$ cat src/rtl/imem_loader_pkg.sv
// Shared types and constants for the instruction-memory loader.
package imem_loader_pkg;

  typedef enum logic [2:0] {
    IDLE,
    CNT_HI,
    CNT_LO,
    DATA,
    CSUM,
    DONE,
    ERR
  } state_e;

  localparam logic [7:0]  DEFAULT_MAGIC  = 8'hA5;
  localparam int unsigned BYTES_PER_WORD = 4;
  localparam int unsigned BIDX_W         = $clog2(BYTES_PER_WORD);

endpackage

$ cat src/rtl/imem_loader_if.sv
// Byte-stream input, instruction-memory write port and core-control status.
interface imem_loader_if #(
  parameter int unsigned ADDR_W = 8
);
  logic              in_valid;
  logic [7:0]        in_data;
  logic              in_ready;
  logic              imem_we;
  logic [ADDR_W-1:0] imem_addr;
  logic [31:0]       imem_wdata;
  logic              cpu_hold;
  logic              done;
  logic              err;

  modport master (
    input  in_valid, in_data,
    output in_ready, imem_we, imem_addr, imem_wdata, cpu_hold, done, err
  );

  modport slave (
    output in_valid, in_data,
    input  in_ready, imem_we, imem_addr, imem_wdata, cpu_hold, done, err
  );
endinterface

$ cat src/rtl/imem_loader_byte_packer.sv
// Assembles big-endian 32-bit words from a byte stream; word_valid fires
// combinationally with the 4th byte so the caller can register the write.
module byte_packer
  import imem_loader_pkg::*;
(
  input  logic        clk,
  input  logic        reset,
  input  logic        clear,
  input  logic        byte_valid,
  input  logic [7:0]  byte_in,
  output logic        word_valid,
  output logic [31:0] word
);

  logic [BIDX_W-1:0] idx_q, idx_d;
  logic [23:0]       sr_q, sr_d;

  always_comb begin
    idx_d      = idx_q;
    sr_d       = sr_q;
    word_valid = 1'b0;
    word       = {sr_q, byte_in};
    if (clear) begin
      idx_d = '0;
      sr_d  = '0;
    end else if (byte_valid) begin
      sr_d       = {sr_q[15:0], byte_in};
      idx_d      = idx_q + 1'b1;
      word_valid = (idx_q == BIDX_W'(BYTES_PER_WORD - 1));
    end
  end

  always_ff @(posedge clk or negedge reset) begin
    if (!reset) begin
      idx_q <= '0;
      sr_q  <= '0;
    end else begin
      idx_q <= idx_d;
      sr_q  <= sr_d;
    end
  end

endmodule

$ cat src/rtl/imem_loader.sv
// Parses framed byte stream (magic, 16-bit count, words, XOR checksum) and
// writes instruction memory; holds the core in reset until a frame loads cleanly.
module imem_loader
  import imem_loader_pkg::*;
#(
  parameter int unsigned ADDR_W = 8,
  parameter logic [7:0]  MAGIC  = DEFAULT_MAGIC
) (
  input  logic          clk,
  input  logic          reset,
  imem_loader_if.master bus
);

  localparam logic [16:0] CAP = 17'(2 ** ADDR_W);

  state_e            state_q, state_d;
  logic              in_ready_q, in_ready_d;
  logic [7:0]        cnt_hi_q, cnt_hi_d;
  logic [15:0]       count_q, count_d;
  logic [15:0]       widx_q, widx_d;
  logic [7:0]        csum_q, csum_d;
  logic              imem_we_q, imem_we_d;
  logic [ADDR_W-1:0] addr_q, addr_d;
  logic [31:0]       wdata_q, wdata_d;
  logic              hold_q, hold_d;
  logic              done_q, done_d;
  logic              err_q, err_d;

  logic        accept;
  logic        is_magic;
  logic        frame_start;
  logic        pk_valid;
  logic [31:0] pk_word;

  assign accept      = bus.in_valid && in_ready_q;
  assign is_magic    = (bus.in_data == MAGIC);
  assign frame_start = accept && is_magic &&
                       (state_q == IDLE || state_q == DONE || state_q == ERR);

  byte_packer u_packer (
    .clk        (clk),
    .reset      (reset),
    .clear      (frame_start),
    .byte_valid (accept && (state_q == DATA)),
    .byte_in    (bus.in_data),
    .word_valid (pk_valid),
    .word       (pk_word)
  );

  always_comb begin
    state_d    = state_q;
    in_ready_d = 1'b1;
    cnt_hi_d   = cnt_hi_q;
    count_d    = count_q;
    widx_d     = widx_q;
    csum_d     = csum_q;
    imem_we_d  = 1'b0;
    addr_d     = addr_q;
    wdata_d    = wdata_q;

    case (state_q)
      IDLE, DONE, ERR: begin
        if (frame_start) begin
          state_d = CNT_HI;
          csum_d  = '0;
        end
      end
      CNT_HI: begin
        if (accept) begin
          cnt_hi_d = bus.in_data;
          state_d  = CNT_LO;
        end
      end
      CNT_LO: begin
        if (accept) begin
          count_d = {cnt_hi_q, bus.in_data};
          widx_d  = '0;
          if ({1'b0, cnt_hi_q, bus.in_data} > CAP) state_d = ERR;
          else if ({cnt_hi_q, bus.in_data} == 16'd0) state_d = CSUM;
          else state_d = DATA;
        end
      end
      DATA: begin
        if (accept) begin
          csum_d = csum_q ^ bus.in_data;
          // Leave DATA on the last word's final byte so a checksum byte
          // arriving on the very next cycle is still consumed.
          if (pk_valid) begin
            imem_we_d = 1'b1;
            addr_d    = widx_q[ADDR_W-1:0];
            wdata_d   = pk_word;
            widx_d    = widx_q + 16'd1;
            if (widx_q == count_q - 16'd1) state_d = CSUM;
          end
        end
      end
      CSUM: begin
        if (accept) state_d = (bus.in_data == csum_q) ? DONE : ERR;
      end
      default: state_d = IDLE;
    endcase

    hold_d = (state_d != DONE);
    done_d = (state_d == DONE);
    err_d  = (state_d == ERR);
  end

  always_ff @(posedge clk or negedge reset) begin
    if (!reset) begin
      state_q    <= IDLE;
      in_ready_q <= 1'b0;
      cnt_hi_q   <= '0;
      count_q    <= '0;
      widx_q     <= '0;
      csum_q     <= '0;
      imem_we_q  <= 1'b0;
      addr_q     <= '0;
      wdata_q    <= '0;
      hold_q     <= 1'b1;
      done_q     <= 1'b0;
      err_q      <= 1'b0;
    end else begin
      state_q    <= state_d;
      in_ready_q <= in_ready_d;
      cnt_hi_q   <= cnt_hi_d;
      count_q    <= count_d;
      widx_q     <= widx_d;
      csum_q     <= csum_d;
      imem_we_q  <= imem_we_d;
      addr_q     <= addr_d;
      wdata_q    <= wdata_d;
      hold_q     <= hold_d;
      done_q     <= done_d;
      err_q      <= err_d;
    end
  end

  assign bus.in_ready   = in_ready_q;
  assign bus.imem_we    = imem_we_q;
  assign bus.imem_addr  = addr_q;
  assign bus.imem_wdata = wdata_q;
  assign bus.cpu_hold   = hold_q;
  assign bus.done       = done_q;
  assign bus.err        = err_q;

endmodule

$ cat src/flat_wrapper.sv
// flat-port wrapper written by rule: the top's interface ports become plain ports
module imem_loader_flat import imem_loader_pkg::*;
#(
  parameter int unsigned ADDR_W = 8,
  parameter logic [7:0]  MAGIC  = DEFAULT_MAGIC
)
  (clk, reset, bus_in_valid, bus_in_data, bus_in_ready, bus_imem_we, bus_imem_addr, bus_imem_wdata, bus_cpu_hold, bus_done, bus_err);
  imem_loader_if #(.ADDR_W(ADDR_W)) bus_i ();
  input  logic clk;
  input  logic reset;
  input wire logic [$bits(bus_i.in_valid)-1:0] bus_in_valid;
  input wire logic [$bits(bus_i.in_data)-1:0] bus_in_data;
  output wire logic [$bits(bus_i.in_ready)-1:0] bus_in_ready;
  output wire logic [$bits(bus_i.imem_we)-1:0] bus_imem_we;
  output wire logic [$bits(bus_i.imem_addr)-1:0] bus_imem_addr;
  output wire logic [$bits(bus_i.imem_wdata)-1:0] bus_imem_wdata;
  output wire logic [$bits(bus_i.cpu_hold)-1:0] bus_cpu_hold;
  output wire logic [$bits(bus_i.done)-1:0] bus_done;
  output wire logic [$bits(bus_i.err)-1:0] bus_err;
  assign bus_i.in_valid = bus_in_valid;
  assign bus_i.in_data = bus_in_data;
  assign bus_in_ready = bus_i.in_ready;
  assign bus_imem_we = bus_i.imem_we;
  assign bus_imem_addr = bus_i.imem_addr;
  assign bus_imem_wdata = bus_i.imem_wdata;
  assign bus_cpu_hold = bus_i.cpu_hold;
  assign bus_done = bus_i.done;
  assign bus_err = bus_i.err;
  imem_loader #(.ADDR_W(ADDR_W), .MAGIC(MAGIC)) u_core (.clk(clk), .reset(reset), .bus(bus_i));
endmodule
$ cat config.mk
export PLATFORM = sky130hd
export DESIGN_NAME = imem_loader_flat
export DESIGN_NICKNAME = d
export VERILOG_FILES = /design/src/rtl/imem_loader_pkg.sv /design/src/rtl/imem_loader_if.sv /design/src/rtl/imem_loader_byte_packer.sv /design/src/rtl/imem_loader.sv /design/src/flat_wrapper.sv
export SDC_FILE = /design/constraint.sdc
export NUM_CORES = 1
export LEC_CHECK = 0
export CAP_MARGIN = 20
export CORE_AREA = 2 2 156 158
export DETAILED_ROUTE_END_ITERATION = 12
export DIE_AREA = 0 0 158 160
export HOLD_SLACK_MARGIN = 0.05
export MAX_ROUTING_LAYER = met4
export PLACE_DENSITY_LB_ADDON = 0.1
export SKIP_CTS_REPAIR_TIMING = 1
export SLEW_MARGIN = 20
export SYNTH_ARGS = -nofsm -noshare
export SYNTH_HDL_FRONTEND = slang
export SYNTH_SLANG_ARGS = --single-unit
$ cat constraint.sdc
create_clock -name clk -period 2.7 [get_ports clk]
set_clock_uncertainty 0.05 [all_clocks]
set_input_delay 0.405 -clock clk [delete_from_list [all_inputs] [get_ports clk]]
set_output_delay 0.405 -clock clk [all_outputs]
set_load 0.005 [all_outputs]
==> impl_metrics.tcl <==
set metrics [dict create \
    outcome "complete, no violations" \
    drive_gt1_share_pct 22.4 \
    drc 0 \
    first_pass_iters 4 \
    routed_wl_microns 15500 \
    placed_area_sq_mm 0.00688 \
    placed_cells 917 \
    cts_made_buffers 17 \
    port_buffers 55 \
    power_density_mw_per_mm2 778 \
    final_area_sq_mm 0.00750 \
    ys.flop_type "dfrtp_1" \
    post-route-period-util_pct 90.4 \
    synth_edf_count 0 \
    clock-sinks 122 \
    place_congestion 0.749 \
    grt_pass1_wl_microns 25700 \
    finalSetupTns_ns 0 \
    finalSetupViolations 0 \
    fp.dieH_microns 160 \
    cp_data_required_time_ns 2.95 \
    syn_nets 552 \
    syn-cell-area_sq_mm 0.00578 \
    ys_ff_latch 122 \
    drtIter0Drc 195 \
    final_common_cell "dfrtp_1" \
    path_clk_slew_ns 0.06 \
    yosys_warnings 0 \
    routedWlPerCell_microns 16.3 \
    cts_buffer_depth 2 \
    most-common-layout-cells "dfrtp_1 (121), nand2_1 (104), clkdlybuf4s50_1 (54), mux2_2 (49), nor2_1 (33)" \
    hold_violations 0 \
    crit_type "reg2reg" \
    max-vdd-ir-drop_mv 0.380 \
    num_rows 57 \
    diodes 0 \
    cts_max_level 4 \
    grt_antenna_before_repair 0 \
    num_io_pins 56 \
    drv_cap 0 \
    initial_core_util_pct 24.3 \
    chipWidth_microns 158 \
    post-dp-hpwl_microns 10800 \
    worstPathArrival_ns 2.68 \
    via_count 4234 \
    maxSlewViolCount 0 \
    area_delta_synth_final_pct 29.6 \
    async_reset_ff_share_pct 100 \
    min_period_ns 2.44 \
    synth_seq_area_share_pct 52.8 \
    rsz0062_at_grt "false" \
    worstPathMaxFanout 6 \
    ant_nets 0 \
    synth_cells 538 \
    tightest_slew_ns 0.539 \
    cts_tree "built" \
    grt_max_degree 81 \
    cts-root-buf "clkbuf_16" \
    synth_cell_types 65 \
    critPathLaunchType "flop" \
    worstSetupStartpoint "u_core.count_q[0]" \
    clk_latency_ns 0.42 \
    grt.overflow.total 0 \
    via_per_inst 4.44 \
    grtUsageTotal_pct 13.6 \
    syn_area_per_cell_sq_um 10.7 \
    slew_headroom_pct 63.7 \
    endpoint_kind "flop" \
    fin_cells 953 \
    rr_startpoint "u_core.count_q[0]" \
    core-area_sq_mm 0.0238 \
    die-area_sq_mm 0.0253 \
    max_freq_mhz 410 \
    min_path_type "in2async" \
    grt_pass1_vias 4441 \
    power.leakage_nw 3.28 \
    final_nets 630 \
]
path summary, 6_finish.rpt:
path	endpoint	slack, ns	depth (start not counted)
max	u_core.bus.err	0.26	11
min	u_core.widx_q[12]	0.34	2
max reg2reg	u_core.bus.err	0.26	11
min reg2reg	u_core.csum_q[6]	0.45	1
max in group asynchronous	u_core.bus.imem_wdata[26]	1.53	3
min in group clk	u_core.csum_q[6]	0.45	1
power by group:
group	internal (mW)	switching (mW)
Sequential	2.18	0.266
Combinational	0.725	0.393
Clock	1.30	0.963
Total	4.21	1.62
through the flow:
step | power, mW | hold slack [ns] | worst slack (ns) | utilization [%]
detailed placement | 3.63 | 0.233 | 0.0992 | 28.9
global route | 6.18 | 0.353 | 0.118 | 31.5
global placement | 3.62 | 0.230 | 0.116 | 28.9
finish | 5.83 | 0.343 | 0.260 | 31.5
CTS | 5.95 | -0.221 | 0.180 | 31.3
floorplan | 2.90 | 0.0594 | 0.463 | -
metal layers:
metal | vias up | routed length (microns) | track usage [%] | part of all wire (%)
li1 | 2020 | - | - | -
met1 | 2141 | 7530 | 18.0 | 49
met2 | 58 | 7470 | 20.7 | 48
met3 | 15 | 347 | 2.88 | 2.2
met4 | 0 | 174 | 4.63 | 1.1
met5 | - | 0 | - | 0
worst max-delay path, cell delays in order, from the launching register on:
cell and delay, ns:
dfrtp_1 0.44, inv_1 0.08, ha_1 0.22, nor3b_4 0.15, buf_4 0.17, buf_4 0.13, xnor2_1 0.13, nor3_1 0.07
o311ai_1 0.44, buf_4 0.20, o21bai_2 0.08, nor4bb_4 0.15
synthesized netlist by cell type (4+ instances only):
master,n,area share [%]
a21oi_1,29,2.5
mux2_2,49,9.5
nand3b_1,4,0.52
inv_1,8,0.52
nand3_1,4,0.35
o21ai_0,24,2.1
nand4_1,9,0.97
dfrtp_1,121,52
clkbuf_1,15,0.97
nor4_4,4,1.5
buf_2,11,0.95
xnor2_1,26,3.9
and4_1,4,0.61
nor2_1,34,2.2
nand2_1,104,6.8
or3_1,5,0.54
nor3_1,10,0.87
xor2_1,16,2.4
state kept, by name, summed over array words and instances, names as in the netlist, 2 cells and up:
signal,count
u_core.cnt_hi_q,8
u_core.bus.imem_addr,8
u_core.bus.imem_wdata,32
u_core.state_q,3
u_core.u_packer.idx_q,2
u_core.count_q,16
u_core.widx_q,16
u_core.u_packer.sr_q,24
u_core.csum_q,8
final cells by class:
class                      instances  area [sq um]
fill                            2495         16300
sequential                       122          3050
multi-input combinational        379          2580
timing repair buffer              88           848
clock buffer                      17           425
tap                              324           405
clock inverter                    15           156
inverter                           8          30.0
cell families after synthesis:
logic type      Yosys count  synth area share, %
compound gates           75                 8.20
xor+xnor                 42                 6.36
fa+ha+maj                 4                0.844
buf+inv                  37                 2.86
flops                   122                 52.8
mux                      51                 9.91
other cells               1               0.0649
simple gates            206                 18.9
No activity file was read; power rests on OpenSTA's default activity.
==> RTL change, RTL diff (same flow settings) <==
Encoding of `state_e`: now one-hot (7 bits for 7 states).
--- a/src/rtl/imem_loader_pkg.sv
+++ b/src/rtl/imem_loader_pkg.sv
@@ -1,14 +1,14 @@
 // Shared types and constants for the instruction-memory loader.
 package imem_loader_pkg;
 
-  typedef enum logic [2:0] {
-    IDLE,
-    CNT_HI,
-    CNT_LO,
-    DATA,
-    CSUM,
-    DONE,
-    ERR
+  typedef enum logic [6:0] {
+    IDLE   = 7'b0000001,
+    CNT_HI = 7'b0000010,
+    CNT_LO = 7'b0000100,
+    DATA   = 7'b0001000,
+    CSUM   = 7'b0010000,
+    DONE   = 7'b0100000,
+    ERR    = 7'b1000000
   } state_e;
 
   localparam logic [7:0]  DEFAULT_MAGIC  = 8'hA5;
Formal check against the unedited RTL: no difference found for any inputs over 10 cycles, from zero or initial values and one cycle with reset low; not proved beyond that.
==> RTL change against the original RTL <==
- design area increased by 0.37%
- sequential cell count grew 4
- sequential share of layout area grew 1.2 points
- synthesized area is 1.4% higher
- final cell count increased by 10%
- wire length rose by 3.2%
- setup slack got worse by 58 ps
Power is not compared: it rests on default switching activity, and its combinational part moved more than twofold at a synthesized area within 25%.
==> RTL change: results (changes against the original RTL) <==
stage,metric,value,unit,change
setup_path,path_delay_family,simple AND/OR/NAND/NOR gates,,was buffers and inverters
run_status,status,"finished, final reports clean",,unchanged
clocking,ctsHtreeMaxLevel,4,,unchanged
global_routing,grt_pass1_vias,4697,,"was 4,441"
synth,ys_top_cells_by_area,"dfrtp_1 53%, nand2_1 15%, xnor2_1 3.6%",,"was dfrtp_1 52%, mux2_2 9.5%, nand2_1 6.8%"
sta,min_period_over_period,0.925,,was 0.904
cells_and_area,final_area,0.00752,sq mm,was 0.00750 sq mm
synth,synth.cells.most_frequent,"232 x nand2_1, 124 x dfrtp_1, 32 x nor2_1",,"was 121 x dfrtp_1, 104 x nand2_1, 49 x mux2_2"
cells_and_area,nNetsFinal,725,,was 630
placement,dp.final_hpwl,11.5,mm,was 10.8 mm
synth,synth_cell_types,62,,was 65
synth,syn_inst,639,,was 538
cells_and_area,seq_area,0.00316,sq mm,was 0.00305 sq mm
cells_and_area,nFillCells,2524,,"was 2,495"
setup_path,cpPeakStageDelay,530,ps,was 440 ps
global_routing,grt_max_degree,41,,was 81
setup_path,critPathMaxFanout,7,,was 6
cells_and_area,multi_input_cells,479,,was 379
synth,synth-xor-area-share,0.0666,,was 0.0636
cells_and_area,clk_share,0.0755,,was 0.0776
placement,place.gp.congestion,0.827,,was 0.749
drt,dr_wl_met2,7.50,mm,was 7.47 mm
global_routing,grtUsageMet1,0.185,,was 0.180
drt,drt_iter0_markers,300,,was 195
synth,synth_compound_area_frac,0.0808,,was 0.0820
cells_and_area,layout.nonclk_buf_frac,0.106,,was 0.113
global_routing,grtUsageMet2,0.209,,was 0.207
synth,syn_nets,653,,was 552
synth,synthMuxAreaShare,0.0190,,was 0.0991
drt,met3_length,422,microns,was 347 microns
drt,wl_met1,7.79,mm,was 7.53 mm
drt,dr.pass1.iters,5,,was 4
cells_and_area,n_all_inverters,6,,was 8
placement,dp_slack,-30.5,ps,was 99.2 ps
cells_and_area,drive_above_1_share,0.112,,was 0.224
global_routing,grt_pass1_wl,26.1,mm,was 25.7 mm
drt,vias_per_cell,4.42,,was 4.44
cells_and_area,multi_input_area_share,0.342,,was 0.344
cells_and_area,num-clock-buffers,20,,was 17
sta,hold_slack,420,ps,was 343 ps
synth,seq_area_frac_synth,0.538,,was 0.528
clocking,cts_sinks,126,,was 122
cells_and_area,largest_reg_flops,32,,unchanged
placement,dp.cells,1015,,was 917
drt,vias,4634,,"was 4,234"
cells_and_area,n_all_buffers,81,,was 88
hold_path,hold_path_class,reg -> reg,,was in -> async
[RTL change: cell count changes after synthesis, moves of 4 or more]
| cell | before | now |
|---|---|---|
| o21ai_0 | 24 | 29 |
| clkbuf_1 | 15 | 25 |
| nand2_1 | 104 | 232 |
| nand4_1 | 9 | 4 |
| mux2_2 | 49 | 9 |
| buf_2 | 11 | 2 |
| nand3_1 | 4 | 14 |
| and2_1 | 0 | 5 |
| and4_1 | 4 | 0 |
[RTL change: path summary, 6_finish.rpt]
path / from / endpoint / depth (start not counted)
setup / recovery: u_core.state_q[5] / u_core.state_q[3] / 6
hold / removal: u_core.bus.imem_wdata[0] / u_core.bus.imem_wdata[0] / 2
max in group asynchronous: reset / u_core.u_packer.sr_q[2] / 3
hold reg to reg: u_core.bus.imem_wdata[0] / u_core.bus.imem_wdata[0] / 2
min in group asynchronous: reset / u_core.widx_q[14] / 2
setup reg to reg: u_core.state_q[5] / u_core.state_q[3] / 6
